[src/rtl/product_shift_pkg.sv]
// product_shift_pkg: adaptive FIR filter widths and shared fixed-point rescale helpers
package product_shift_pkg;
  localparam int WEIGHT_W = 32;
  localparam int SAMPLE_W = 14;
  localparam int PROD_W = 46;
  localparam int ACC_W = 32;
  localparam int FRAC_BITS = 14;
  localparam int CALC_W = 64;
  function automatic logic signed [CALC_W-1:0] round_shift(input logic signed [CALC_W-1:0] s, input int frac, input logic rnd);
    logic signed [CALC_W-1:0] half;
    half = (rnd && frac > 0) ? 64'sd1 <<< (frac - 1) : '0;
    return (s + half) >>> frac;
  endfunction
  function automatic logic signed [CALC_W-1:0] sat_signed(input logic signed [CALC_W-1:0] q, input int w);
    logic signed [CALC_W-1:0] hi, lo;
    hi = (64'sd1 <<< (w - 1)) - 64'sd1;
    lo = -hi - 64'sd1;
    return q > hi ? hi : q < lo ? lo : q;
  endfunction
endpackage

[src/rtl/product_shift.sv]
// product_shift: registered round/shift/saturate rescaler for one FIR tap product
module product_shift #(
  parameter int IN_W = product_shift_pkg::PROD_W,
  parameter int OUT_W = product_shift_pkg::ACC_W,
  parameter int FRAC_BITS = product_shift_pkg::FRAC_BITS,
  parameter int ROUND = 1,
  parameter int SAT = 1
) (
  input  logic                    clk,
  input  logic                    rstn,
  input  logic signed [IN_W-1:0]  in,
  output logic signed [OUT_W-1:0] out
);
  import product_shift_pkg::*;
  logic signed [CALC_W-1:0] q;
  logic signed [OUT_W-1:0] nxt;
  // the wide working width holds the rounding add without overflow
  always_comb begin
    q = round_shift(CALC_W'(in), FRAC_BITS, ROUND != 0);
    nxt = OUT_W'(SAT != 0 ? sat_signed(q, OUT_W) : q);
  end
  always_ff @(posedge clk or negedge rstn)
    if (!rstn) out <= '0;
    else out <= nxt;
endmodule

[config.mk]
export PLATFORM = sky130hd
export DESIGN_NAME = product_shift
export DESIGN_NICKNAME = d
export VERILOG_FILES = /design/src/rtl/product_shift_pkg.sv /design/src/rtl/product_shift.sv
export SDC_FILE = /design/constraint.sdc
export NUM_CORES = 1
export LEC_CHECK = 0
export ABC_CLOCK_PERIOD_IN_PS = 1180
export CAP_MARGIN = 20
export CORE_ASPECT_RATIO = 0.5
export CORE_MARGIN = 4
export CORE_UTILIZATION = 44
export DETAILED_ROUTE_END_ITERATION = 16
export PLACE_DENSITY = 0.95
export SLEW_MARGIN = 20
export SYNTH_ARGS = -nofsm -noshare
export SYNTH_HDL_FRONTEND = slang
export SYNTH_SLANG_ARGS = --single-unit
[constraint.sdc]
create_clock -name clk -period 1.18 [get_ports clk]
set_input_delay 0.236 -clock clk [delete_from_list [all_inputs] [get_ports clk]]
set_output_delay 0.236 -clock clk [all_outputs]
set_load 0.005 [all_outputs]
==> flow_metrics.tcl, run 1 <==
set metrics [dict create \
    cts-root-buf "clkbuf_8" \
    overflow 44 \
    numPortBuffers 66 \
    crit_endpoint "out[28]$_DFF_PN0_/D" \
    grt_usage 0.7082 \
    gp_congestion 0.8851 \
    syn_area_per_cell_um2 9.725 \
    io-pin-count 80 \
    syn-num-nets 225 \
    preCtsSetupSlack_ps -1098 \
    hold_buffers 0 \
    syn_inst 176 \
    h-tree-depth 2 \
    error "[ERROR GRT-0232] Routing congestion too high. Check the congestion heatmap in the GUI." \
    clockBufferDepth 2 \
    flow.stopped_at "5_1_grt" \
    yosysWarningCount 0 \
    initial_core_util 0.4775 \
    cts-buffers-inserted 5 \
    synth.ff_latch_count 32 \
    synth.cell_area_um2 1712 \
    die_x_um 96.21 \
    hpwl_um 5023 \
    grt_max_degree 33 \
    die_y_um 52.11 \
    ys_types 34 \
    outcome "did not finish" \
    clock-sinks 32 \
    endpoint_type "register input" \
    num_rows 15 \
    ys_seq_area_frac 0.4678 \
]
logic make-up after synthesis:
logic type / share of synthesized area
xor gates and xnor gates: 0.1177
and+or+nand+nor: 0.2858
adders and majority gates: 0.007309
muxes: 0.02631
AOI/OAI and AO/OA: 0.08114
buffers and inverters: 0.01388
DFF: 0.4678
synthesized netlist by cell type:
library cell  instances  area [um2]
and3_2                1       7.510
a21boi_0              1       7.510
a31oi_1               1       6.260
nor3_1                5       25.02
mux2_1                1       11.26
nand3_1              12       60.06
o211ai_1              1       7.510
dfrtp_1              32       800.8
ha_1                  1       12.51
o21ai_0              15       75.07
or3_4                 1       11.26
xnor2_1               9       78.83
and4_1                3       26.28
a21oi_1               1       5.000
nand4_2               1       12.51
nand4_4               1       21.27
nor2_1                7       26.28
o31ai_1               2       15.01
mux2_2                3       33.78
or3_1                 1       6.260
and3_1                6       37.54
clkbuf_1              4       15.01
xor2_1               14       122.6
nand2_1              27       101.4
o21ai_1               1       5.000
a31o_2                1       8.760
inv_1                 1       3.750
nor4_1                3       18.77
clkbuf_2              1       5.000
nor4_4                1       21.27
o311ai_0              1       8.760
nand4_1              15       93.84
nand3_2               1       10.01
nor3_2                1       10.01
repair_timing:
item,4_1_cts
setup buffers,16
gates resized for setup,247
pin swaps,45
endpoints found under the setup margin,64
gates cloned,2
layer usage:
layer	overflow	GRT usage
met4	17	0.7689
met1	0	0.6909
met3	0	0.5882
met2	27	0.8583
met5	0	0.05952
metrics by stage:
step / std cells / utilization / instance area [um2] / hold WS, ps
4_1_cts: 377 / 0.9435 / 3382 / 254.8
2_1_floorplan: 176 / - / 1760 / -59.59
3_3_place_gp: 352 / 0.8216 / 2945 / 614.8
3_5_place_dp: 352 / 0.8216 / 2945 / 621.0
==> run 2: changes to the inputs <==
- CORE_ASPECT_RATIO: 0.5 -> not set
- CORE_UTILIZATION: 44 -> 30
- PLACE_DENSITY: 0.95 -> not set
- PLACE_DENSITY_LB_ADDON: not set -> 0.15
==> run 2 against run 1 <==
Against the previous run: the flow now finishes, with violations (negative setup slack); synthesized area stayed put; synthesized cell count stayed put.
==> flow_metrics.tcl, run 2 <==
set metrics [dict create \
    p_total_mw 2.532 \
    pwr-share-clk 0.302 \
    cts-root-buf "clkbuf_8" \
    p_leak_nw 1.567 \
    fin_crit_ps 1443 \
    yosysWarningCount 0 \
    synth.cell_area_um2 1712 \
    startpoint "in[21]" \
    synth_flop_cell "dfrtp_1" \
    final_layout_size_suffix_gt1_frac 0.5092 \
    overflow 0 \
    worst_slew_pin_slew_ps 274.2 \
    nNetsFinal 375 \
    wirelength_um 5448 \
    max_slew_margin 0.8158 \
    io-pin-count 80 \
    combPwrFrac 0.235 \
    clockBufferDepth 2 \
    ant_nets 0 \
    fin_area_um2 3425 \
    synth.ff_latch_count 32 \
    cts_tree "built" \
    holdPathStages 3 \
    grt_pass1_vias 1900 \
    firstDrtPassIters 4 \
    initial_core_util 0.3108 \
    grt_pass1_wl_um 8873 \
    worstSetupStartpointType "input port" \
    numPortBuffers 66 \
    num_rows 27 \
    area_growth_pct 100.1 \
    synthArstFlopShare 1.000 \
    die_x_um 83.54 \
    vias 1887 \
    tns_ps -1917 \
    rsz0062_at_grt "yes" \
    drt_iter0_drc 56 \
    largest_register "out" \
    cp-endpoint "out[29]$_DFF_PN0_" \
    syn_area_per_cell_um2 9.725 \
    cp_data_required_time_ps 1350 \
    grt_usage 0.1581 \
    hold_class "input port to register" \
    cts.clk_slew.worst_paths_ps 60 \
    setup_viol 31 \
    final_common_cell "buf_4" \
    clock-sinks 32 \
    maxCapViolCount 0 \
    crit_type "input port to register" \
    largest_reg_flops 32 \
    netlist_top_cells_area "dfrtp_1 (47%), xor2_1 (7.2%), nand2_1 (5.9%)" \
    swShare 0.2478 \
    cp_max_fo 4 \
    die_y_um 83.54 \
    drc 0 \
    wl_per_cell_um 13.69 \
    synth_common_cells "dfrtp_1 (32), nand2_1 (27), nand4_1 (15), o21ai_0 (15), xor2_1 (14)" \
    synth_edf_count 0 \
    fin_crit_sh 1.223 \
    routed_via_density 4.741 \
    yosys.area.top_type_share 0.4678 \
    cpPeakStageDelay_ps 410 \
    hold_buffers 0 \
    antenna_found_initial 0 \
    p_seq_frac 0.463 \
    postPlaceCellArea_um2 2999 \
    endpoint_kind "register" \
    fmax_ghz 0.6928 \
    hpwl_um 3968 \
    antenna_cells 0 \
    final_cell_mix "buf_4 (69), dlygate4sd2_1 (39), dfrtp_1 (32)" \
    violations "negative setup slack" \
    top_regs "out (32)" \
    fin_ws_ps -263.5 \
    powerDensity_nw_per_um2 739.5 \
    cp_num_cells 6 \
    outcome "finished, violations left" \
    ys_types 34 \
    critPathBufInv 1 \
    path_cells "buf_8, nand3_4, or3_4, nor4_4, nand4_1, mux2_4" \
    final_util 0.6219 \
    ir_worst_vdd_mv 0.3837 \
    cellInternalPower_mw 1.905 \
    ys_seq_area_frac 0.4678 \
    synth.most_common_cell "dfrtp_1" \
    cp_slowest_cell "or3_4" \
    timing.final.max_slew_violations 0 \
    hold_violations 0 \
    cts-buffers-inserted 5 \
    preCtsSetupSlack_ps -971.0 \
    crit_family "simple AND/OR/NAND/NOR gates" \
    synth_top_cell_by_area "dfrtp_1" \
    switchingPower_uw 627.5 \
    grt_max_degree 33 \
    critPathArrivalTime_ps 1610 \
    core_um2 5507 \
    h-tree-depth 2 \
    die_area_um2 6978 \
    gp_congestion 0.8227 \
    syn-num-nets 225 \
    syn_inst 176 \
]
run 2: power groups by stage:
stage                     clock network (mW)  registers, mW  logic [mW]
final                                  0.765           1.17       0.595
after global routing                   0.855           1.18       0.647
after CTS                              0.807           1.17       0.561
after detailed placement                   0           1.20       0.577
after global placement                     0           1.20       0.573
after floorplan                            0           1.21       0.114
run 2: worst min-delay path by stage:
stage / start / to
floorplan: rstn / out[0]$_DFF_PN0_
global placement: rstn / out[12]$_DFF_PN0_
detailed placement: rstn / out[12]$_DFF_PN0_
CTS: in[25] / out[11]$_DFF_PN0_
global route: in[25] / out[11]$_DFF_PN0_
finish: in[25] / out[11]$_DFF_PN0_
run 2: cell families after synthesis:
kind of cell               synth area share
and+or+nand+nor                      0.2858
AOI/OAI and AO/OA                   0.08114
muxes                               0.02631
xor gates and xnor gates             0.1177
DFF                                  0.4678
buffers and inverters               0.01388
adders and majority gates          0.007309
run 2: metrics by stage:
step	hold WS, ps	std cells
CTS	228.8	392
finish	232.6	398
detailed placement	627.1	375
floorplan	-59.59	176
global placement	622.5	375
global route	224.0	398
run 2: timing repair:
item                                    CTS  global route
buffers inserted                          9             7
resized for setup                       210            39
endpoints found under the setup margin   64            33
pin swaps                                40            19
cloned                                    2             0
run 2: final cells by class:
cell class | instances | area, um2
Sequential cell | 32 | 800.8
Clock buffer | 6 | 72.57
Inverter | 1 | 3.754
Fill cell | 470 | 2082
Clock inverter | 1 | 5.005
Timing Repair Buffer | 148 | 1331
Multi-Input combinational cell | 138 | 1121
Tap cell | 72 | 90.09
run 2: layer usage:
metal / share of wire / vias to the layer above / wire [um] / global-route usage
met5: 0 / - / 0 / 0
met4: 0.013 / 0 / 69 / 0.04825
met3: 0.059 / 8 / 320 / 0.04344
met2: 0.50 / 52 / 2731 / 0.2784
met1: 0.43 / 881 / 2327 / 0.1871
li1: - / 946 / - / -
Note: power is estimated with default switching activity, not from simulation.
